[config.mk]
export PLATFORM = sky130hd
export DESIGN_NAME = rat_arf
export DESIGN_NICKNAME = d
export VERILOG_FILES = /design/src/rtl/rat_arf_pkg.sv /design/src/rtl/rat_src_lookup.sv /design/src/rtl/rat_arf.sv
export SDC_FILE = /design/constraint.sdc
export NUM_CORES = 2
export LEC_CHECK = 0
export CAP_MARGIN = 10
export CORE_MARGIN = 8
export CORE_UTILIZATION = 50
export DETAILED_ROUTE_END_ITERATION = 6
export PLACE_DENSITY = 0.68
export SLEW_MARGIN = 20
export SYNTH_ARGS = -nofsm -noshare
export SYNTH_HDL_FRONTEND = slang
export SYNTH_SLANG_ARGS = --single-unit
[constraint.sdc]
create_clock -name clk -period 5.8 [get_ports clk]
set_clock_uncertainty 0.15 [all_clocks]
set_input_delay 1.16 -clock clk [delete_from_list [all_inputs] [get_ports clk]]
set_output_delay 1.16 -clock clk [all_outputs]
set_load 0.01 [all_outputs]
[src/rtl/rat_arf_pkg.sv]
// rat_arf_pkg
//   Shared definitions for the register alias table / architected register
//   file and the blocks that talk to it (ROB, reservation stations).
//   Contents: register-file geometry constants, index/tag/data typedefs and
//   the hardwired-zero register index.

package rat_arf_pkg;

  localparam int NUM_REGS  = 32;
  localparam int REG_IDX_W = 5;
  localparam int DATA_W    = 32;
  localparam int TAG_W     = 5;

  typedef logic [REG_IDX_W-1:0] reg_idx_t;
  typedef logic [TAG_W-1:0]     rob_tag_t;
  typedef logic [DATA_W-1:0]    data_t;

  localparam reg_idx_t REG_ZERO = '0;

endpackage

[src/rtl/rat_src_lookup.sv]
// rat_src_lookup
//   Combinational operand lookup for one source register. Resolves the
//   operand to either a ready value (architected value or a same-cycle
//   commit bypass) or the ROB tag that will eventually produce it.
// Ports:
//   i_src_reg              source architected register
//   i_arf_val/i_busy/i_map current state of that register
//   i_commit1/_addr/_val/_tag   first commit port (ROB head)
//   i_commit2/_addr2/_val2/_tag2 second commit port (tag = head tag + 1)
//   o_ready/o_val/o_tag    resolved operand (val 0 if not ready, tag 0 if ready)

module rat_src_lookup
  import rat_arf_pkg::*;
(
  input  logic [REG_IDX_W-1:0] i_src_reg,
  input  logic [DATA_W-1:0]    i_arf_val,
  input  logic                 i_busy,
  input  logic [TAG_W-1:0]     i_map,
  input  logic                 i_commit1,
  input  logic [REG_IDX_W-1:0] i_commit_addr,
  input  logic [DATA_W-1:0]    i_commit_val,
  input  logic [TAG_W-1:0]     i_commit_tag,
  input  logic                 i_commit2,
  input  logic [REG_IDX_W-1:0] i_commit_addr2,
  input  logic [DATA_W-1:0]    i_commit_val2,
  input  logic [TAG_W-1:0]     i_commit_tag2,
  output logic                 o_ready,
  output logic [DATA_W-1:0]    o_val,
  output logic [TAG_W-1:0]     o_tag
);

  // A commit only bypasses when it is the exact producer the mapping waits
  // on; an older commit to a re-renamed register must not satisfy it.
  always_comb begin
    o_ready = 1'b1;
    o_val   = '0;
    o_tag   = '0;
    if (i_src_reg == REG_ZERO) begin
      o_val = '0;
    end else if (!i_busy) begin
      o_val = i_arf_val;
    end else if (i_commit1 && (i_commit_addr == i_src_reg) &&
                 (i_commit_tag == i_map)) begin
      o_val = i_commit_val;
    end else if (i_commit2 && (i_commit_addr2 == i_src_reg) &&
                 (i_commit_tag2 == i_map)) begin
      o_val = i_commit_val2;
    end else begin
      o_ready = 1'b0;
      o_tag   = i_map;
    end
  end

endmodule

[src/rtl/rat_arf.sv]
// rat_arf
//   Register alias table plus architected register file. On issue it records
//   which ROB tag produces each destination; on commit it writes the
//   architected value and retires the mapping if still current. Supplies
//   both issue source operands as ready values or pending ROB tags.
// Ports:
//   clk, rst (async, active-low)
//   write_rat/dest_reg/tag          rename from issue
//   src1_reg/src2_reg               source lookups
//   srcN_ready/srcN_val/srcN_tag    resolved operands
//   commit1/commit_addr/commit_val/commit_tag   first commit (ROB head)
//   commit2/commit_addr2/commit_val2            second commit (head tag + 1)
//   flush                           squash all speculative mappings

module rat_arf
  import rat_arf_pkg::*;
(
  input  logic                 clk,
  input  logic                 rst,
  input  logic                 write_rat,
  input  logic [REG_IDX_W-1:0] dest_reg,
  input  logic [TAG_W-1:0]     tag,
  input  logic [REG_IDX_W-1:0] src1_reg,
  input  logic [REG_IDX_W-1:0] src2_reg,
  output logic                 src1_ready,
  output logic [DATA_W-1:0]    src1_val,
  output logic [TAG_W-1:0]     src1_tag,
  output logic                 src2_ready,
  output logic [DATA_W-1:0]    src2_val,
  output logic [TAG_W-1:0]     src2_tag,
  input  logic                 commit1,
  input  logic [REG_IDX_W-1:0] commit_addr,
  input  logic [DATA_W-1:0]    commit_val,
  input  logic [TAG_W-1:0]     commit_tag,
  input  logic                 commit2,
  input  logic [REG_IDX_W-1:0] commit_addr2,
  input  logic [DATA_W-1:0]    commit_val2,
  input  logic                 flush
);

  data_t               r_arf [NUM_REGS];
  logic [NUM_REGS-1:0] r_busy;
  rob_tag_t            r_map [NUM_REGS];

  rob_tag_t w_commit_tag2;

  // The second commit is always the entry right behind the ROB head, so its
  // tag is head + 1, wrapping naturally at TAG_W bits.
  assign w_commit_tag2 = commit_tag + rob_tag_t'(1);

  // Register 0 never holds state; its slot stays at reset values. Priority
  // per register: flush clears everything, then a rename installs a new
  // mapping, then a commit retires the mapping only if the tag still matches.
  // Commit 2 is written after commit 1 so it wins a same-address collision.
  always_ff @(posedge clk or negedge rst) begin
    if (!rst) begin
      for (int i = 0; i < NUM_REGS; i++) begin
        r_arf[i] <= '0;
        r_map[i] <= '0;
      end
      r_busy <= '0;
    end else begin
      for (int i = 1; i < NUM_REGS; i++) begin
        if (commit1 && (commit_addr == reg_idx_t'(i)))
          r_arf[i] <= commit_val;
        if (commit2 && (commit_addr2 == reg_idx_t'(i)))
          r_arf[i] <= commit_val2;

        if (flush) begin
          r_busy[i] <= 1'b0;
        end else if (write_rat && (dest_reg == reg_idx_t'(i))) begin
          r_busy[i] <= 1'b1;
          r_map[i]  <= tag;
        end else if ((commit1 && (commit_addr == reg_idx_t'(i)) &&
                      (commit_tag == r_map[i])) ||
                     (commit2 && (commit_addr2 == reg_idx_t'(i)) &&
                      (w_commit_tag2 == r_map[i]))) begin
          r_busy[i] <= 1'b0;
        end
      end
    end
  end

  rat_src_lookup u_src1 (
    .i_src_reg      (src1_reg),
    .i_arf_val      (r_arf[src1_reg]),
    .i_busy         (r_busy[src1_reg]),
    .i_map          (r_map[src1_reg]),
    .i_commit1      (commit1),
    .i_commit_addr  (commit_addr),
    .i_commit_val   (commit_val),
    .i_commit_tag   (commit_tag),
    .i_commit2      (commit2),
    .i_commit_addr2 (commit_addr2),
    .i_commit_val2  (commit_val2),
    .i_commit_tag2  (w_commit_tag2),
    .o_ready        (src1_ready),
    .o_val          (src1_val),
    .o_tag          (src1_tag)
  );

  rat_src_lookup u_src2 (
    .i_src_reg      (src2_reg),
    .i_arf_val      (r_arf[src2_reg]),
    .i_busy         (r_busy[src2_reg]),
    .i_map          (r_map[src2_reg]),
    .i_commit1      (commit1),
    .i_commit_addr  (commit_addr),
    .i_commit_val   (commit_val),
    .i_commit_tag   (commit_tag),
    .i_commit2      (commit2),
    .i_commit_addr2 (commit_addr2),
    .i_commit_val2  (commit_val2),
    .i_commit_tag2  (w_commit_tag2),
    .o_ready        (src2_ready),
    .o_val          (src2_val),
    .o_tag          (src2_tag)
  );

endmodule

# --- Word level (Yosys, flattened, before mapping) ---
# Cells that the tools add are included.
totals:
  ff_bits: 1178
  out_inout_bits: 76
classes:
  add_sub_neg: 1
  order_cmp: 4
  eq_ne: 163
  mux: 195
  bitwise_logic: 3
  reduce_logical: 289
op_table:
  columns: ["operator", "n"]
  rows:
  - ["two-way mux 32 bit", 74]
  - ["== test 5 bit", 70]
  - ["binary-select mux 32 bit (select 5 bit)", 2]
  - ["== test 5 bit, second input constant", 48]
  - ["logical AND 1 bit", 163]
  - ["== test 5 x 4 -> 1 bit, second input constant", 24]
  - ["two-way mux 1 bit", 103]
  - ["nonzero test 3 bit", 31]
  - ["AND reduction 2 bit", 31]
  - ["nonzero test 2 bit", 31]
  - ["== test 5 x 3 -> 1 bit, second input constant", 12]
  - ["two-way mux 5 bit", 12]
  - ["binary-select mux 5 bit (select 5 bit)", 2]
  - ["logical OR 1 bit", 31]
  - ["== test 5 x 2 -> 1 bit, second input constant", 6]
  - ["== test 5 x 1 -> 1 bit, second input constant", 3]
  - ["greater-or-equal comparator 6 bit, second input constant", 2]
  - ["< comparator 5 x 6 -> 1 bit, second input constant", 2]
  - ["inverter 5 -> 6 bit", 2]
  - ["binary-select mux 1 bit (select 5 bit)", 2]
  - ["zero test 5 bit", 2]
  - ["adder 5 x 1 -> 5 bit, second input constant", 1]
  - ["inverter 1 bit", 1]

# --- Depth between registers and ports, before layout ---
logic_depth:
  word_depth: 10
  ltp_mapped: 13
  ltp_nobuf: 8

# --- Hierarchy ---
# A second synthesis with hierarchy kept.
unflattened:
  cells_unflattened: 7612
  hier_area_um2: 77468.0
modules_own_cells:
  columns: ["module", "n_inst", "cells_each", "area_per_inst_um2", "seq_area_each_um2"]
  rows:
  - ["rat_arf", 1, 7244, 75526.2, 29478.3]
  - ["rat_src_lookup", 2, 184, 970.9, 0.0]

# --- Least setup slack after synthesis ---
# Ideal clock, no wire load.
synth_path:
  path_kind: "input-to-output"
  startpoint: "in src1_reg[0]"
  endpoint: "out src1_val[30]"
  arrival_time_ps: 3658
  required_ps: 4490
  slack_ps: 832
  stages: 10
  path_cell_list: "buf_6 buf_8 buf_4 buf_2 clkbuf_1 buf_2 mux4_2 mux4_2 mux2i_1 mux2i_1"
synth_via:
  elab_chain_len: 10
  elab_cells_between_ends: 22
  cone_classes: "eq/ne: 4; mux: 12; bitwise: 1; reduce/logical: 5"
synth_rtl:
  columns: ["item", "line_no", "rtl"]
  rows:
  - ["start: declaration", "rat_arf.sv:23", "input logic [REG_IDX_W-1:0] src1_reg,"]
  - ["inverter 5 -> 6 bit (not written as such)", "rat_arf.sv:86, rat_arf.sv:88", null]
  - ["binary-select mux 5 bit (select 5 bit)", "rat_arf.sv:88", ".i_map (r_map[src1_reg]),"]
  - ["two-way mux 5 bit (not written as such) (2 in a row)", "rat_arf.sv:88", null]
  - ["== test 5 bit", "rat_src_lookup.sv:46", "(i_commit_tag2 == i_map)) begin"]
  - ["logical AND 1 bit", "rat_src_lookup.sv:45", "end else if (i_commit2 && (i_commit_addr2 == i_src_reg) &&"]
  - ["two-way mux 32 bit", "rat_src_lookup.sv:45", null]
  - ["two-way mux 32 bit", "rat_src_lookup.sv:42", "end else if (i_commit1 && (i_commit_addr == i_src_reg) &&"]
  - ["two-way mux 32 bit", "rat_src_lookup.sv:40", "end else if (!i_busy) begin"]
  - ["two-way mux 32 bit *", "rat_src_lookup.sv:38", "if (i_src_reg == REG_ZERO) begin"]
  - ["end: declaration", "rat_arf.sv:26", "output logic [DATA_W-1:0] src1_val,"]
# Mark *: on every way between the ends. The rest lies on a longest branch, timed or not. The select of a mux whose other input is x is not followed.

# --- Worst setup path in the final report ---
layout_path:
  startpoint: "in src2_reg[2]"
  endpoint: "out src2_tag[3]"
layout_via:
  elab_chain_len: 10
  elab_cells_between_ends: 19
  cone_classes: "eq/ne: 4; mux: 9; bitwise: 1; reduce/logical: 5"
layout_rtl:
  columns: ["item", "line_no", "rtl"]
  rows:
  - ["start: declaration", "rat_arf.sv:24", "input logic [REG_IDX_W-1:0] src2_reg,"]
  - ["inverter 5 -> 6 bit (not written as such)", "rat_arf.sv:106", ".i_map (r_map[src2_reg]),"]
  - ["binary-select mux 5 bit (select 5 bit)", "rat_arf.sv:106", null]
  - ["two-way mux 5 bit (not written as such) (2 in a row)", "rat_arf.sv:106", null]
  - ["== test 5 bit", "rat_src_lookup.sv:46", null]
  - ["logical AND 1 bit", "rat_src_lookup.sv:45", null]
  - ["two-way mux 5 bit", "rat_src_lookup.sv:45", null]
  - ["two-way mux 5 bit", "rat_src_lookup.sv:42", null]
  - ["two-way mux 5 bit", "rat_src_lookup.sv:40", null]
  - ["two-way mux 5 bit *", "rat_src_lookup.sv:38", null]
  - ["end: declaration", "rat_arf.sv:30", "output logic [TAG_W-1:0] src2_tag,"]
# Marks and branches as above.

==> impl_metrics.ini <==
[clock_tree]
cts_tree = done
htree_levels = 4
cts_root_buf = clkbuf_16
numCtsBuffers = 138
clock_sinks = 1178
hold_buffers = 0
insertion_delay_ns = 0.81
clock_path_buffers = 3
path_clk_slew_ns = 0.06

[sta]
tightest_slew_ns = 1.25
hold_violations = 0
finalCritPeriodShare_pct = 101
maxSlewViolCount = 0
finalSetupViolCount = 1
period_minus_slack_ns = 5.84
max_freq_mhz = 171
worst_slack_ns = -0.0365
slew_headroom_pct = 16.8

[global_routing]
antenna_found_initial = 11
grt_pass1_vias = 62400
grt_use_total_pct = 35.3
grt_first_pass_wirelength_um = 440000
grt.overflow.total = 0
grt_max_degree = 137

[synth]
synth_enable_flop_cells = 0
netlist.area_leader.share_pct = 37.8
synth_top_family_by_area = multiplexers
ys_ff_latch = 1178
netlist_top_cells_count = dfrtp_1, mux2i_1, nor2_1
synth_cell_types = 64
ys.flop_type = dfrtp_1
synth_area_leaders = dfrtp_1, mux4_2, mux2i_1
synth.most_common_cell = dfrtp_1
synthAdderAreaFrac_pct = 0.0161
synth.avg_cell_area_um2 = 11.0
syn_inst = 7112
yosysTopAreaCell = dfrtp_1
synth_xor_area_share_pct = 3.44
synth-compound-area-share_pct = 8.71
synth_async_sr_flop_share_pct = 100
muxShareOfSynthArea_pct = 36.9
yosysSeqAreaShare_pct = 37.8
synth_nets = 7218
yosys.area_share.simple_pct = 8.33
yosys_warnings = 38
syn_area_um2 = 77900

[critical_path]
path_max_fanout = 20
worst_ep_arrival_time_ns = 4.53
worstSetupPathDepth = 12
slowest_delay_ns = 0.63
path_cells = clkbuf_8, mux4_2, a22oi_1, nand4_1, o21ai_1, buf_4, mux2i_1, nor2_4, buf_4, a22o_2, nor3_1, clkdlybuf4s50_1
crit_family = buffers and inverters
required_ns = 4.49
start_kind = input port
end_kind = primary output
ff2ff_setup_slack_ns = 4.12
worst-r2r-cell-count = 5
critPathKind = input port to primary output
path_buf_inv = 4
crit_path_frequent_cell = buf_4
critPathSlowestCell = clkdlybuf4s50_1

[flow_run]
max_cap_viol_count = 0

[power_and_ir_drop]
p_sw_mw = 9.32
switching_share_pct = 31.6
power_density_nw_per_um2 = 334
p_leak_nw = 38.8
vdd.ir_drop.worst_mv = 0.356
p_clk_share_pct = 31.2
p_seq_share_pct = 40.8
combPwrFrac_pct = 28.1
power.total_mw = 29.5
p_int_mw = 20.2

[die]
io-pin-count = 181
die_area_um2 = 169000
die_w_um = 411
start_util_pct = 50.1
core_um2 = 155000
rows = 145
die_h_um = 411

[detailed_routing]
ant_nets = 0
vias = 63400
totalWireLength_um = 307000
first_pass_iters = 6
drc = 0
wl_per_cell_um = 33.6
vias_per_cell = 6.96
drtIter0Drc = 9233

[place]
gp_congestion = 0.974
port_buffers = 180
dp.cells = 8848
hpwl_um = 185000
pre_cts_slack_ns = -0.383

[cells_and_area]
syn_to_final_growth_pct = 13.3
drive_gt1_share_pct = 22.8
fin_cells = 9118
fillCellCount = 12700
layout.nets = 7054

[min_path]
hold_path_class = input port to asynchronous set/reset pin

[outcome]
failed_checks = setup timing
outcome = finished with violations
==> power by group through the flow <==
stage	clock, mW	sequential [mW]	combinational [mW]
floorplan	0	11.4	5.79
global placement	0	11.9	7.93
detailed placement	0	12.0	8.15
CTS	9.23	11.9	8.17
global route	9.55	12.2	8.82
finish	9.20	12.0	8.28
==> per-layer routing <==
metal / up-vias / share of wire [%] / track usage, %
li1: 25800 / - / -
met1: 31800 / 36 / 45.1
met2: 4596 / 44 / 52.0
met3: 1255 / 12 / 10.9
met4: 18 / 7.8 / 23.3
met5: - / 0.038 / 0
==> flip-flops by register name, indices dropped and copies added (netlist names) <==
signal	cells
r_map	155
r_arf	992
r_busy	31
==> repair_timing <==
action	in CTS	in global routing
resized for setup	15	53
setup endpoints to repair	69	65
pin swaps	3	9
gates cloned	0	4
buffers inserted	3	12
endpoints found under the hold margin	0	0
==> stage by stage <==
step                      utilization, %  setup TNS (ns)  area [um2]  hold WS, ns
after floorplan                        -               0       77900        0.343
after global placement              53.4           -6.35       83100        0.384
after detailed placement            53.5           -8.66       83100        0.401
after CTS                           56.5        -0.00351       87900        0.285
after global routing                56.8         -0.0882       88300        0.302
final                               56.8         -0.0365       88300        0.201
==> area by class of cell <==
cell class                 instances  area [um2]  area share (%)
tap                             2058        2570            2.92
clock buffer                     200        3990            4.51
timing repair buffer             571        6040            6.84
sequential                      1178       29500            33.4
clock inverter                    48         698           0.790
antenna                            4        10.0          0.0113
inverter                          10        42.5          0.0482
multi-input combinational       5049       45500            51.5
==> kinds of logic (layout without fill, tap and decap cells) <==
kind of cell | count (synthesis) | in the layout
xor+xnor | 306 | 306
mux | 2015 | 2015
flops | 1178 | 1178
fa+ha+maj | 1 | 1
simple gates | 1503 | 1503
other cells | 0 | 4
compound gates | 1224 | 1224
buf+inv | 885 | 829
==> path summary, 6_finish.rpt <==
check | start | to
max | src2_reg[2] | src2_tag[3]
min | rst | r_arf[25]$_DFFE_PN0P_
max reg2reg | r_map[42]$_DFFE_PN0P_ | r_busy[23]$_DFFE_PN0P_
min reg2reg | r_busy[29]$_DFFE_PN0P_ | r_busy[29]$_DFFE_PN0P_
max in group asynchronous | rst | r_arf[805]$_DFFE_PN0P_
min in group clk | r_busy[29]$_DFFE_PN0P_ | r_busy[29]$_DFFE_PN0P_
==> cell usage in the layout (no fill, tap or decap), drive strengths merged, types with 13 or more instances in the layout <==
cell,netlist,layout
nor2b,21,21
mux2i,1124,1124
buf,285,406
mux4,659,659
bufinv,0,13
nand3,62,62
inv,10,19
clkdlybuf4s50,0,129
a21oi,650,650
clkinv,0,25
clkbuf,590,205
a32oi,32,32
nor4,25,25
nor2,708,708
nor3,66,66
a22o,75,75
xor2,138,138
dlymetal6s2s,0,27
o211ai,32,32
o22ai,25,25
mux2,232,232
xnor2,168,168
nand2,436,436
dfrtp,1178,1178
nor3b,37,37
nand2b,17,17
o21ai,373,373
nand4,99,99
Note: power is estimated with default switching activity, not from simulation.
